==> config.mk <==
export PLATFORM = sky130hd
export DESIGN_NAME = mem_stage_ctrl
export DESIGN_NICKNAME = d
export VERILOG_FILES = /design/src/rtl/cpu_types_pkg.sv /design/src/rtl/mem_stage_ctrl_wb_reg.sv /design/src/rtl/mem_stage_ctrl.sv
export SDC_FILE = /design/constraint.sdc
export NUM_CORES = 1
export LEC_CHECK = 0
export CORE_MARGIN = 2
export CORE_UTILIZATION = 30
export CTS_CLUSTER_SIZE = 16
export DETAILED_ROUTE_END_ITERATION = 8
export GPL_TIMING_DRIVEN = 0
export SYNTH_ARGS = -nofsm -noshare
export SYNTH_HDL_FRONTEND = slang
export SYNTH_HIERARCHICAL = 1
export SYNTH_SLANG_ARGS = --single-unit
==> constraint.sdc <==
create_clock -name CLK -period 3.7 [get_ports CLK]
set_input_delay 0.74 -clock CLK [delete_from_list [all_inputs] [get_ports CLK]]
set_output_delay 0.74 -clock CLK [all_outputs]
set_load 0.05 [all_outputs]
==> src/rtl/cpu_types_pkg.sv <==
// Shared CPU datapath types: word/register-select aliases, MEM-stage FSM
// states and the MEM/WB control bundle.
package cpu_types_pkg;

   typedef logic [31:0] word_t;
   typedef logic [4:0]  regbits_t;

   typedef enum logic [1:0] {IDLE, REQ, HELD} mem_state_t;

   typedef struct packed {
      logic     wen;
      logic     memToReg;
      logic     luiFlag;
      logic     halt;
      regbits_t wsel;
   } wbCtrl_t;

endpackage

==> src/rtl/mem_stage_ctrl_wb_reg.sv <==
// MEM/WB pipeline register: loads on enable, loads a bubble when flushed,
// otherwise holds.
module mem_wb_reg
   import cpu_types_pkg::*;
#(
   parameter int WORD_W = 32
) (
   input  logic              CLK,
   input  logic              nRST,
   input  logic              en,
   input  logic              flush,
   input  wbCtrl_t           ctrlIn,
   input  logic [WORD_W-1:0] outPortIn,
   input  logic [WORD_W-1:0] loadIn,
   input  logic [WORD_W-1:0] instrIn,
   output wbCtrl_t           ctrlQ,
   output logic [WORD_W-1:0] outPortQ,
   output logic [WORD_W-1:0] loadQ,
   output logic [WORD_W-1:0] instrQ
);

   always_ff @(posedge CLK or negedge nRST) begin
      if (!nRST) begin
         ctrlQ    <= '0;
         outPortQ <= '0;
         loadQ    <= '0;
         instrQ   <= '0;
      end else if (en) begin
         if (flush) begin
            ctrlQ    <= '0;
            outPortQ <= '0;
            loadQ    <= '0;
            instrQ   <= '0;
         end else begin
            ctrlQ    <= ctrlIn;
            outPortQ <= outPortIn;
            loadQ    <= loadIn;
            instrQ   <= instrIn;
         end
      end
   end

endmodule

==> src/rtl/mem_stage_ctrl.sv <==
// Memory-stage controller: issues dcache requests from EX/MEM, stalls until
// dhit, buffers load data while held, and feeds the MEM/WB register.
module mem_stage_ctrl
   import cpu_types_pkg::*;
#(
   parameter int WORD_W = 32,
   parameter int CNT_W  = 16
) (
   input  logic              CLK,
   input  logic              nRST,
   input  logic              memcuDRE,
   input  logic              memcuDWE,
   input  logic              memcuHALT,
   input  logic              memMemToReg,
   input  logic              memWEN,
   input  logic              memLUIflag,
   input  logic [4:0]        memwsel,
   input  logic [WORD_W-1:0] memOutput_Port,
   input  logic [WORD_W-1:0] memrdat2,
   input  logic [WORD_W-1:0] meminstr,
   input  logic              extStall,
   input  logic              flush,
   input  logic              dhit,
   input  logic [WORD_W-1:0] dmemload,
   output logic              dmemREN,
   output logic              dmemWEN,
   output logic [WORD_W-1:0] dmemaddr,
   output logic [WORD_W-1:0] dmemstore,
   output logic              memStall,
   output logic              wbWEN,
   output logic              wbMemToReg,
   output logic              wbLUIflag,
   output logic              wbHALT,
   output logic [4:0]        wbwsel,
   output logic [WORD_W-1:0] wbOutput_Port,
   output logic [WORD_W-1:0] wbdmemload,
   output logic [WORD_W-1:0] wbinstr,
   output logic              halt,
   output logic [CNT_W-1:0]  dstallCnt
);

   mem_state_t        state, stateNxt;
   logic [WORD_W-1:0] ldbuf, loadSel;
   logic [CNT_W-1:0]  stallCnt;
   logic              haltR, memop, request, advance, capture;
   wbCtrl_t           ctrlIn, ctrlQ;

   // Request is gated by nRST so nothing reaches the cache during reset.
   assign memop     = memcuDRE | memcuDWE;
   assign request   = nRST & ~haltR & memop & (state != HELD);
   assign dmemWEN   = request & memcuDWE;
   assign dmemREN   = request & memcuDRE & ~memcuDWE;
   assign memStall  = request & ~dhit;
   assign advance   = ~memStall & ~extStall;
   assign dmemaddr  = memOutput_Port;
   assign dmemstore = memrdat2;
   assign loadSel   = (state == HELD && !dhit) ? ldbuf : dmemload;

   always_ff @(posedge CLK or negedge nRST) begin
      if (!nRST) state <= IDLE;
      else       state <= stateNxt;
   end

   always_comb begin
      stateNxt = state;
      capture  = 1'b0;
      case (state)
         IDLE, REQ: begin
            if (request && !dhit) stateNxt = REQ;
            else if (request && extStall) begin
               stateNxt = HELD;
               capture  = 1'b1;
            end else stateNxt = IDLE;
         end
         HELD:    if (!extStall) stateNxt = IDLE;
         default: stateNxt = IDLE;
      endcase
   end

   always_ff @(posedge CLK or negedge nRST) begin
      if (!nRST) begin
         ldbuf    <= '0;
         haltR    <= 1'b0;
         stallCnt <= '0;
      end else begin
         if (capture) ldbuf <= dmemload;
         haltR <= haltR | ctrlQ.halt;
         if (memStall && stallCnt != '1) stallCnt <= stallCnt + 1'b1;
      end
   end

   assign ctrlIn = '{wen: memWEN, memToReg: memMemToReg, luiFlag: memLUIflag,
                     halt: memcuHALT, wsel: memwsel};

   mem_wb_reg #(.WORD_W(WORD_W)) uWbReg (
      .CLK       (CLK),
      .nRST      (nRST),
      .en        (advance),
      .flush     (flush),
      .ctrlIn    (ctrlIn),
      .outPortIn (memOutput_Port),
      .loadIn    (loadSel),
      .instrIn   (meminstr),
      .ctrlQ     (ctrlQ),
      .outPortQ  (wbOutput_Port),
      .loadQ     (wbdmemload),
      .instrQ    (wbinstr)
   );

   assign wbWEN      = ctrlQ.wen;
   assign wbMemToReg = ctrlQ.memToReg;
   assign wbLUIflag  = ctrlQ.luiFlag;
   assign wbHALT     = ctrlQ.halt;
   assign wbwsel     = ctrlQ.wsel;
   assign halt       = haltR;
   assign dstallCnt  = stallCnt;

endmodule

==> impl_results.md <==
* Setup Skew at 0.009524 ns
* Synth top area cells: dfrtp_1, nand3b_1, mux2_2
* R2r endpoint: uWbReg/loadQ[28]$_DFFE_PN0P_
* Multi-input logic area at 2531 µm²
* Combinational power share at 26.3%
* Slew Viols, Final at 0
* Vias in the first global route at 6127
* Final Hold Fails at 0
* Synth top cells by count: dfrtp_1, inv_1, nand3b_1
* GR Util All Layers at 16.52%
* CTS tree: built
* Slew HR at 59.59%
* Clock slew seen by the registers of the worst setup and hold paths at 0.07 ns
* H-tree depth at 4
* Cts bufs inserted at 17
* Cell taking the most area after synthesis: dfrtp_1
* Total Wirelength at 22080 µm
* Peak supply drop at 232.5 µV
* Psw at 1661 µW
* Outcome: finished, final reports clean
* Die width at 163.4 µm
* Number of DRC markers in iteration 0 at 250
* Average size of a mapped cell at 10.72 µm²
* DRC viols at 0
* Worst R2R Setup Slack at 1.40 ns
* Share of cells above drive strength 1 at 20.42%
* Final worst-path cycle share at 93.25%
* Mapped Area at 7621 µm²
* GRT overflow at 0
* Seq. cell area at 3904 µm²
* Cell internal pwr at 3319 µW
* # hold bufs at CTS at 0
* Yosys warns at 6
* Post-synth EDFFs at 0
* Post-synthesis mux area share at 9.752%
* Synth async-reset ratio at 100.0%
* Via count at 6032
* Hold Path Class: input pin to asynchronous set/reset pin
* Setup CP Type: input pin to primary output
* WP data required at 2.96 ns
* Crit path time final at 3.450 ns
* Global-route wire length before repair at 34090 µm
* Via-to-Cell Ratio at 4.390
* Unrepaired setup endpoints after global routing: no
* DIE AREA at 26690 µm²
* Initial antenna violation count at 1
* Root Buffer: clkbuf_16
* Largest net degree at the start of global routing at 108
* Cell leakage power at 0.005065 µW
* Main synth FF type: dfrtp_1
* Height of the die at 163.4 µm
* Placeable Area at 25040 µm²
* Smallest hold slack at 0.2307 ns
* Count leader, synth: dfrtp_1
* Worst EP arrival at 2.71 ns
* Final nets at 1175
* Wire length per cell at 16.07 µm
* Seq/Total Area, Yosys at 51.22%
* FF-to-FF path depth at 10
* PD cells at 427.9 nW/µm²
* Main combinational cell family by area after synthesis: buffers and inverters
* Synth cell types at 33
* Worst path slowest cell: dlygate4sd2_1
* DP HPWL at 16180 µm
* Final Util at 46.48%
* CP cell instances: clkdlybuf4s50_1 -> nor2_1 -> or4_4 -> buf_6 -> buf_8 -> inv_1 -> dlygate4sd2_1
* Fillers at 2404
* Area share of fa/ha/maj cells after synthesis at 0.1642%
* Clock share of power at 34.9%
* Worst Setup End Kind: primary output
* Post-route antenna net violation count at 0
* Boundary pin count at 333
* Endpoints failing setup at 0
* Crit path max fanout at 10
* Sw frac at 33.35%
* Post-Syn Instances at 711
* Post-Synthesis Net Count at 856
* Post-CTS Setup Bufs at 0
* FMAX at 0.2898 GHz
* Synthesized flop and latch total at 156
* Row Count at 58
* CP max stage delay at 0.54 ns
* Starting Density at 30.44%
* Max-cap violations at 0
* Compound-Gate Fraction of Synth Area at 6.994%
* CTS max path bufs at 2
* Post-synthesis xor/xnor area fraction at 1.609%
* Later-pin clock latency in the skew report at 0.42 ns
* Routability congestion estimate at 0.7457
* Launching point of the worst reg2reg path: state[1]$_DFFE_PN0P_
* Startpoint types: input pin
* Area Growth Syn to Fin at 52.70%
* Worst Tran Pin Value at 0.6061 ns
* Top cell type's share of synthesized area at 51.22%
* I/O Buffers at 299
* Simple-gate share of the synthesized area at 14.69%
* 1st-pass router iterations at 4
* Clk sink count at 156
* Seq pwr share at 38.8%
==> worst max-delay path by stage <==
stage,slack (ns),cells past startpoint,endpoint,startpoint
6_report,0.25,7,memStall,memcuDWE
3_5_place_dp,-0.03,7,memStall,memcuDWE
2_1_floorplan,0.51,2,dmemREN,nRST
4_1_cts,0.24,7,memStall,memcuDWE
3_3_place_gp,-5.75,7,memStall,nRST
5_1_grt,0.19,7,memStall,memcuDWE
==> state kept, by name, indices dropped and copies added, names as in the netlist <==
signal,cells
ldbuf,32
uWbReg/instrQ,32
uWbReg/loadQ,32
uWbReg/outPortQ,32
dstallCnt,16
uWbReg/ctrlQ,9
state,2
halt,1
==> layout by cell type (no fill, tap or decap), types with 3 or more instances in the layout <==
cell	count
buf_4	77
nand2_1	6
clkinv_4	5
clkbuf_16	17
nand4_1	5
clkdlybuf4s50_1	297
dfrtp_1	156
xor2_1	13
inv_1	107
nor2_1	3
nand3b_1	105
or2_2	3
buf_2	21
buf_6	7
clkbuf_1	3
o21ai_0	78
nor4_1	4
nand3_1	5
mux2_2	64
nor3_1	7
o21ai_1	27
==> per-stage QoR <==
stage / setup WS (ns) / setup TNS, ns / total power (µW) / cells / cell area, µm²
6_report: 0.2499 / 0 / 4979 / 1374 / 11640
3_5_place_dp: -0.02687 / -0.02687 / 3286 / 1341 / 11060
5_1_grt: 0.1922 / 0 / 5209 / 1373 / 11630
3_3_place_gp: -5.747 / -1559.46 / 3274 / 1340 / 11030
4_1_cts: 0.2439 / 0 / 5058 / 1373 / 11630
2_1_floorplan: 0.5114 / 0 / 2733 / 711 / 7621
==> routing by layer <==
metal	up-vias	global-route usage, %	wire length, µm
li1	2934	-	-
met1	2905	21.07	9751
met2	188	27.35	10640
met3	5	5.460	1576
met4	0	3.500	104
met5	-	0	0
==> power groups by stage <==
stage / clock [µW] / sequential, µW / combinational (µW)
final: 1740 / 1930 / 1310
after detailed placement: 0 / 1960 / 1320
after CTS: 1800 / 1940 / 1320
after global routing: 1870 / 1960 / 1390
after global placement: 0 / 1960 / 1310
after floorplan: 0 / 2340 / 395
==> layout make-up <==
| cell class | instances | area share [%] |
|---|---|---|
| Tap cell | 330 | 3.548 |
| Multi-Input combinational cell | 340 | 21.75 |
| Inverter | 107 | 3.451 |
| Clock inverter | 13 | 1.150 |
| Clock buffer | 19 | 3.806 |
| Antenna cell | 1 | 0.02150 |
| Sequential cell | 156 | 33.54 |
| Buffer | 108 | 6.741 |
| Timing Repair Buffer | 300 | 25.99 |
==> critical path, delay by kind of cell <==
family | cells | cell delay (ns)
buffers and inverters | 5 | 1.41
AND/OR/NAND/NOR | 2 | 0.56
==> cells by family (layout without fill, tap and decap cells) <==
logic type               Yosys count  in the layout
AND/OR/NAND/NOR                  153            153
XOR/XNOR                          14             14
multiplexers                      66             66
adder cells (fa/ha/maj)            1              1
other                              0              1
flip-flops                       156            156
buffers and inverters            215            547
AO/OA/AOI/OAI                    106            106
==> what timing repair did <==
item	CTS	global route
hold endpoints to repair	0	0
gates resized for setup	1	0
setup endpoints to repair	1	0
Note: power is estimated with default switching activity, not from simulation.
